File: src/rtl/opcode_byte_queue.sv
// opcode_byte_queue: byte queue between instruction fetch and opcode select.
// Fetch lines are written into a circular byte buffer; legacy prefixes at the
// head are stripped one per cycle into flags, then B1..B3 and an 8-byte window
// are presented until decode pops the instruction by length.
// Optional feature macro: OBQ_PREFIX_FAULT_EN (prefix-count fault, pfx_fault port).
module opcode_byte_queue #(
  parameter int unsigned LINE_BYTES  = 16,
  parameter int unsigned DEPTH_BYTES = 32,
  parameter int unsigned WIN_BYTES   = 8
`ifdef OBQ_PREFIX_FAULT_EN
  ,
  parameter int unsigned MAX_PREFIX  = 4
`endif
) (
  input  logic                            clk,
  input  logic                            rst,
  input  logic                            flush,
  input  logic                            fl_valid,
  output logic                            fl_ready,
  input  logic [LINE_BYTES*8-1:0]         fl_line,
  output logic                            oq_valid,
  output logic [7:0]                      B1,
  output logic [7:0]                      B2,
  output logic [7:0]                      B3,
  output logic [WIN_BYTES*8-1:0]          oq_win,
  output logic                            pfx_opsize,
  output logic                            pfx_lock,
  output logic                            pfx_rep,
  output logic                            pfx_repne,
  output logic                            pfx_seg_ov,
  output logic [2:0]                      pfx_seg,
  output logic [2:0]                      pfx_cnt,
  input  logic                            dec_take,
  input  logic [3:0]                      dec_len,
  output logic [$clog2(DEPTH_BYTES):0]    occupancy
`ifdef OBQ_PREFIX_FAULT_EN
  ,
  output logic                            pfx_fault
`endif
);

  localparam int unsigned PW = $clog2(DEPTH_BYTES);
  localparam int unsigned OW = PW + 1;

  typedef enum logic {
    SCAN,
    PRESENT
  } state_t;

  state_t                 r_state;
  state_t                 w_state_nxt;

  logic [7:0]             r_mem [DEPTH_BYTES];
  logic [PW-1:0]          r_rd_ptr;
  logic [PW-1:0]          r_wr_ptr;
  logic [OW-1:0]          r_occ;

  logic                   r_opsize;
  logic                   r_lock;
  logic                   r_rep;
  logic                   r_repne;
  logic                   r_seg_ov;
  logic [2:0]             r_seg;
  logic [2:0]             r_cnt;
`ifdef OBQ_PREFIX_FAULT_EN
  logic                   r_fault;
  logic                   w_fault_set;
`endif

  logic [7:0]             w_head;
  logic                   w_is_pfx;
  logic                   w_push;
  logic                   w_pfx_pop;
  logic                   w_clr_flags;
  logic [OW-1:0]          w_pop_n;
  logic [3:0]             w_take_len;
  logic [OW-1:0]          w_free;
  logic [WIN_BYTES*8-1:0] w_win;

  // Head byte classification and push acceptance (pre-cycle occupancy)
  always_comb begin
    w_head = r_mem[r_rd_ptr];
    case (w_head)
      8'h26, 8'h2E, 8'h36, 8'h3E, 8'h64, 8'h65,
      8'h66, 8'hF0, 8'hF2, 8'hF3: w_is_pfx = 1'b1;
      default:                    w_is_pfx = 1'b0;
    endcase
    w_free   = OW'(DEPTH_BYTES) - r_occ;
    fl_ready = !flush && (w_free >= OW'(LINE_BYTES));
    w_push   = fl_valid && fl_ready;
    if (dec_len == 4'd0) begin
      w_take_len = 4'd1;
    end else if (dec_len > 4'(WIN_BYTES)) begin
      w_take_len = 4'(WIN_BYTES);
    end else begin
      w_take_len = dec_len;
    end
  end

  // Next-state and pop control
  always_comb begin
    w_state_nxt = r_state;
    w_pfx_pop   = 1'b0;
    w_clr_flags = 1'b0;
    w_pop_n     = '0;
`ifdef OBQ_PREFIX_FAULT_EN
    w_fault_set = 1'b0;
`endif
    case (r_state)
      SCAN: begin
        if ((r_occ != '0) && w_is_pfx) begin
`ifdef OBQ_PREFIX_FAULT_EN
          if (r_cnt == 3'(MAX_PREFIX)) begin
            w_fault_set = 1'b1;
          end else begin
            w_pfx_pop = 1'b1;
          end
`else
          w_pfx_pop = 1'b1;
`endif
        end else if (!w_is_pfx && (r_occ >= OW'(WIN_BYTES))) begin
          w_state_nxt = PRESENT;
        end
      end
      PRESENT: begin
        if (dec_take) begin
          w_pop_n     = OW'(w_take_len);
          w_clr_flags = 1'b1;
          w_state_nxt = SCAN;
        end
      end
      default: w_state_nxt = SCAN;
    endcase
    if (w_pfx_pop) begin
      w_pop_n = OW'(1);
    end
  end

  // State register
  always_ff @(posedge clk) begin
    if (rst || flush) begin
      r_state <= SCAN;
    end else begin
      r_state <= w_state_nxt;
    end
  end

  // Buffer write; accepted lines only, so flush drops the line
  always_ff @(posedge clk) begin
    if (w_push) begin
      for (int unsigned i = 0; i < LINE_BYTES; i++) begin
        r_mem[r_wr_ptr + PW'(i)] <= fl_line[i*8 +: 8];
      end
    end
  end

  // Pointers and occupancy; push and pop apply together in one cycle
  always_ff @(posedge clk) begin
    if (rst || flush) begin
      r_rd_ptr <= '0;
      r_wr_ptr <= '0;
      r_occ    <= '0;
    end else begin
      r_rd_ptr <= r_rd_ptr + w_pop_n[PW-1:0];
      if (w_push) begin
        r_wr_ptr <= r_wr_ptr + PW'(LINE_BYTES);
      end
      r_occ <= r_occ + (w_push ? OW'(LINE_BYTES) : '0) - w_pop_n;
    end
  end

  // Prefix flags: set while stripping, cleared on take, flush or reset
  always_ff @(posedge clk) begin
    if (rst || flush || w_clr_flags) begin
      r_opsize <= 1'b0;
      r_lock   <= 1'b0;
      r_rep    <= 1'b0;
      r_repne  <= 1'b0;
      r_seg_ov <= 1'b0;
      r_seg    <= '0;
      r_cnt    <= '0;
    end else if (w_pfx_pop) begin
      if (r_cnt != 3'd7) begin
        r_cnt <= r_cnt + 3'd1;
      end
      case (w_head)
        8'h66: r_opsize <= 1'b1;
        8'hF0: r_lock   <= 1'b1;
        8'hF2: begin r_repne <= 1'b1; r_rep   <= 1'b0; end
        8'hF3: begin r_rep   <= 1'b1; r_repne <= 1'b0; end
        8'h26: begin r_seg_ov <= 1'b1; r_seg <= 3'd0; end
        8'h2E: begin r_seg_ov <= 1'b1; r_seg <= 3'd1; end
        8'h36: begin r_seg_ov <= 1'b1; r_seg <= 3'd2; end
        8'h3E: begin r_seg_ov <= 1'b1; r_seg <= 3'd3; end
        8'h64: begin r_seg_ov <= 1'b1; r_seg <= 3'd4; end
        8'h65: begin r_seg_ov <= 1'b1; r_seg <= 3'd5; end
        default: ;
      endcase
    end
  end

`ifdef OBQ_PREFIX_FAULT_EN
  // Sticky prefix-limit fault; the offending byte stays at the head
  always_ff @(posedge clk) begin
    if (rst || flush) begin
      r_fault <= 1'b0;
    end else if (w_fault_set) begin
      r_fault <= 1'b1;
    end
  end

  assign pfx_fault = r_fault;
`endif

  // Decode window from rd_ptr; pointer arithmetic wraps at the buffer end
  always_comb begin
    w_win = '0;
    for (int unsigned i = 0; i < WIN_BYTES; i++) begin
      w_win[i*8 +: 8] = r_mem[r_rd_ptr + PW'(i)];
    end
  end

  // Outputs are zero outside PRESENT so reset and idle values are defined
  always_comb begin
    oq_valid   = (r_state == PRESENT);
    oq_win     = oq_valid ? w_win : '0;
    B1         = oq_win[7:0];
    B2         = oq_win[15:8];
    B3         = oq_win[23:16];
    pfx_opsize = r_opsize;
    pfx_lock   = r_lock;
    pfx_rep    = r_rep;
    pfx_repne  = r_repne;
    pfx_seg_ov = r_seg_ov;
    pfx_seg    = r_seg;
    pfx_cnt    = r_cnt;
    occupancy  = r_occ;
  end

endmodule

File: config.mk
export PLATFORM = sky130hd
export DESIGN_NAME = opcode_byte_queue
export DESIGN_NICKNAME = d
export VERILOG_FILES = /design/src/rtl/opcode_byte_queue.sv
export SDC_FILE = /design/constraint.sdc
export NUM_CORES = 1
export LEC_CHECK = 0
export CORE_ASPECT_RATIO = 2
export CORE_MARGIN = 2
export CORE_UTILIZATION = 52
export CTS_CLUSTER_SIZE = 40
export DETAILED_ROUTE_END_ITERATION = 7
export DONT_BUFFER_PORTS = 1
export GPL_TIMING_DRIVEN = 1
export PLACE_DENSITY = 0.67
export SLEW_MARGIN = 20
export SYNTH_ARGS = -nofsm -noshare
export SYNTH_HDL_FRONTEND = slang
export SYNTH_SLANG_ARGS = --single-unit
File: constraint.sdc
create_clock -name clk -period 15.1 [get_ports clk]
set_clock_uncertainty 0.15 [all_clocks]
set_input_delay 1.51 -clock clk [delete_from_list [all_inputs] [get_ports clk]]
set_output_delay 1.51 -clock clk [all_outputs]
set_load 0.01 [all_outputs]
======== Yosys cells after proc, flatten, opt, wreduce, memory -nomap -nowiden ========
Memory sizes are Yosys's and may differ from the RTL's. A register that Yosys moved wholly into a read port is not among the register bits.
Index checks and enable logic that the tools add are counted.
W data, S select, Z words.
operators by class
  muxes and demuxes ....................... 22
  bitwise logic cells ..................... 1
  reductions and logical operators ........ 20
  $mul .................................... 0
  shifts and indexed selects .............. 0
  add/subtract/negate cells ............... 28
  $lt $le $gt $ge ......................... 3
  equal/unequal tests ..................... 11
  div/mod/pow operators ................... 0
operators with widths
  operator               number
  $mux W64               1
  $add A5 B3 Y5 const B  8
  $add A5 B4 Y5 const B  8
  $eq A8 B6 Y1 const B   4
  $eq A8 B7 Y1 const B   3
  $eq A8 B8 Y1 const B   3
  $add A5 B2 Y5 const B  4
  $pmux W3 S6            1
  $mux W4                4
  $reduce_and A2 Y1      6
  $reduce_bool A6 Y1     2
  $add A5 B1 Y5 const B  2
  $mux W1                10
  $mux W5                2
  $reduce_or A10 Y1      1
  $add A6 B5 Y6          1
  $ge A6 B4 Y1 const B   1
  $ge A6 B5 Y1 const B   1
  $mux W6                1
  $pmux W1 S2            3
  $reduce_or A6 Y1       1
  $sub A6 B6 Y6          1
  $sub A6 B6 Y6 const A  1
  $add A5 B5 Y5          1
  10 further kinds       15
storage, ports and cells
  memories kept ........................... 1
  register bits ........................... 28
  output and inout bits ................... 107
  RAM bits ................................ 256
  latch bits .............................. 0
  bits in read-only memories .............. 0
memory list
  memory  depth  width  rd ports  clocked after memory_dff  wr ports  line  text
  r_mem   32     8      8         1                         16        53    logic [7:0] r_mem [DEPTH_BYTES];

======== Logic depth before layout (Yosys ltp) ========
  word-level depth ........................ 9
  gate-level depth with buffers ........... 20

======== Least setup slack after synthesis ========
No wires, ideal clock.
  path kind ............................... input to register
  from .................................... in flush
  to ...................................... mem r_mem[0][0] (enable)
  setup time .............................. 617 ps
  data arrival time ....................... 7407 ps
  path buffers ............................ 0
  stages on the path ...................... 3
  setup slack ............................. 6926 ps
  data required time ...................... 14333 ps
  path through ............................ nor3_1 nand2_1 nor2_1
RTL lines
  what                line  text
  start: declaration  17    input logic flush,
  end: declaration    53

======== Worst setup path in the final report ========
  from .................................... reg r_rd_ptr[1]
  to ...................................... out B2[6]
between the ends
  longest elaborated chain between the ends .. 3
RTL lines
  what                      line  text
  start: declaration        54    logic [PW-1:0] r_rd_ptr;
  start signal: assignment  164   r_rd_ptr <= r_rd_ptr + w_pop_n[PW-1:0];
  $add A5 B1 Y5             219   w_win[i*8 +: 8] = r_mem[r_rd_ptr + PW'(i)];
  $mem_v2 Z32 W8            n/a
  $mux W64                  226   oq_win = oq_valid ? w_win : '0;
  end: declaration          23    output logic [7:0] B2,
No other way between the ends.

==> results.cfg <==
[sta]
fmax_ghz = 0.145
final_hold_viol_count = 0
rsz0062_at_grt = no
finalCritPeriodShare_pct = 45.7
setup_violations = 0
finalCriticalPeriod_ps = 6900
tns_ps = 0
slew_violations = 0
tightest_slew_ps = 1210
maxSlewHeadroom_pct = 19.3

[logic_synthesis]
synth_commonest_cells = 396 x mux4_2, 256 x edfxtp_1, 82 x mux2i_1
yosys.area_share.simple_pct = 4.18
synth_top_family_by_area = multiplexers
ys_warn_count = 0
synth_compound_area_share_pct = 2.90
synth_edf_count = 256
yosysUniqueCellTypes = 65
synth.most_common_cell = mux4_2
synth_fa_ha_area_share_pct = 1.61
synth_top_area_cell = mux4_2
synth-seq-cells = 280
syn-instance-count = 1253
synth-xor-area-share_pct = 1.08
synth_seq_area_share_pct = 38.7
synth.cell_area_mm2 = 0.0211
synth.avg_cell_area_um2 = 16.9
muxShareOfSynthArea_pct = 47.8
ys.flop_type = edfxtp_1
synth.net_count = 1416
synthArstFlopShare_pct = 0
synth_top_area_share_pct = 42.2
synth_area_leaders = mux4_2 42%, edfxtp_1 36%, mux2i_1 3.9%

[setup_path]
slowest_delay_ps = 1030
cp_common_cell = mux4_2
critPathArrivalTime_ps = 5240
path_cells = inv_1, ha_4, buf_6, mux4_2, mux4_2, mux2i_1, nor2_1
end_kind = primary output
critical_path_class = reg -> out
required_ps = 13440
path_delay_family = multiplexers
path_buf_inv = 2
crit_slowest_cell = ha_4
cp-start-kind = flop
critPathMaxFanout = 74

[floorplan]
start_util_pct = 52.5
dieArea_mm2 = 0.0423
core_area_mm2 = 0.0402
chipWidth_um = 146
rows = 104
io_pins = 244
die_y_um = 289

[cts]
clk_pin_slew_worst_paths_ps = 70
cts_buffer_depth = 3
postCtsHoldBufs = 0
ctsResizeCount = 0
ctsHtreeMaxLevel = 1
cts_setup_buffers = 0
cts_root_buffer = clkbuf_16
clock-sinks = 280
cts_tree = done
clock_latency_ps = 560
cts_buffers = 24

[drt]
drt-total-wl_um = 65300
wl_per_cell_um = 37.8
antenna_left = 0
post_drt_via_cell_ratio = 8.12
drt_iter0_drc = 1466
vias = 14000
drc = 0
first_pass_iters = 5

[cells_and_area]
nNetsFinal = 1339
final_cells = 1726
layout-drive-gt1-share_pct = 43.6
area_delta_synth_final_pct = 5.80

[place]
io_buffers = 0
placedCellCount = 1680
gp_congestion = 1.02
place_hpwl_um = 47700

[grt]
grt_pass1_wl_um = 95900
grt_overflow = 0
first_global_vias = 14600
antenna_found_initial = 2
track_usage_pct = 31.1
grt_max_degree = 153

[worst_hold_path]
min_path_type = reg -> reg

[pwr]
power_density_mw_per_mm2 = 93.6
p_leak_nw = 6.65
peakVddDrop_mv = 0.157

[flow_run]
max-cap-violations = 0

[status]
status = finished clean
[worst paths after layout]
check	slack, ps	endpoint	depth (start not counted)	from
max	8200	B2[6]	7	r_rd_ptr[1]
min	360	pfx_seg[2]	2	pfx_seg[2]
max reg2reg	9470	occupancy[5]	17	r_rd_ptr[1]
min reg2reg	360	pfx_seg[2]	2	pfx_seg[2]
[report_power, final]
part | switching [mW] | internal, mW
logic | 0.227 | 0.199
registers | 0.0783 | 0.911
clock network | 0.286 | 0.389
[worst reg2reg max path: stages, from the launching register on]
cell     delay [ps]
dfxtp_4        1000
buf_4           830
mux4_2          710
and2_1          180
a211o_1         390
and2_1          250
nor2_1          220
a21o_1          210
nand3_1         110
nand2_1         120
ha_1            140
inv_1            40
ha_1            200
fa_1            440
a21o_1          180
a21oi_1         170
xnor2_1         140
nor2_1           50
[cell usage in the layout (no fill, tap or decap), types with 4 or more instances in the layout]
| cell | instances |
|---|---|
| a21o_1 | 5 |
| a21oi_1 | 26 |
| a221oi_1 | 5 |
| a22oi_1 | 8 |
| a31oi_1 | 8 |
| and2_1 | 9 |
| and3_1 | 6 |
| buf_4 | 28 |
| bufinv_16 | 5 |
| clkbuf_16 | 25 |
| clkinv_2 | 5 |
| dfxtp_1 | 20 |
| edfxtp_1 | 256 |
| ha_1 | 23 |
| inv_1 | 14 |
| mux2_2 | 17 |
| mux2i_1 | 82 |
| mux4_1 | 6 |
| mux4_2 | 396 |
| nand2_1 | 50 |
| nand3_1 | 11 |
| nor2_1 | 75 |
| nor2b_1 | 6 |
| nor3_1 | 6 |
| o211ai_1 | 4 |
| o221ai_1 | 4 |
| xnor2_1 | 6 |
| xnor2_2 | 7 |
| xor2_2 | 7 |
[logic make-up after synthesis]
| group | after synthesis |
|---|---|
| flip-flops | 280 |
| XOR/XNOR | 26 |
| multiplexers | 501 |
| adder cells (fa/ha/maj) | 26 |
| AND/OR/NAND/NOR | 187 |
| buffers and inverters | 148 |
| AO/OA/AOI/OAI | 85 |
[flip-flops by register name, indices dropped and copies added, names as in the netlist]
name        flops
occupancy       6
r_rd_ptr        5
r_mem         256
pfx_lock        1
pfx_seg         3
pfx_rep         1
oq_valid        1
pfx_cnt         3
r_wr_ptr        1
pfx_opsize      1
pfx_repne       1
pfx_seg_ov      1
[metal layers]
| layer | track usage [%] | part of all wire (%) | vias up |
|---|---|---|---|
| met2 | 54.7 | 52 | 1091 |
| met4 | 21.7 | 8.7 | 2 |
| met3 | 7.09 | 10 | 329 |
| li1 | - | - | 5289 |
| met1 | 33.1 | 29 | 7298 |
| met5 | 0 | 0.018 | - |
[layout make-up]
class / count / area [µm²]
fill: 3064 / 17900
tap: 530 / 663
sequential: 280 / 8180
timing repair buffer: 30 / 241
clock buffer: 28 / 637
multi-input combinational: 825 / 12300
inverter: 15 / 56.3
clock inverter: 16 / 216
antenna: 2 / 5.00
[stage by stage]
step                      instance area [µm²]  setup WS, ps  utilization [%]  hold WS, ps  total power [mW]
final                                   22300          8200             55.6          359              2.09
after global routing                    22300          7870             55.6          381              2.16
after CTS                               22300          7870             55.5          358              2.10
after detailed placement                21500          8470             53.4          348              1.43
after global placement                  21500          8580             53.4          344              1.42
after floorplan                         21100          6930                -          331              1.31
Power figures use the tool's default switching activity.
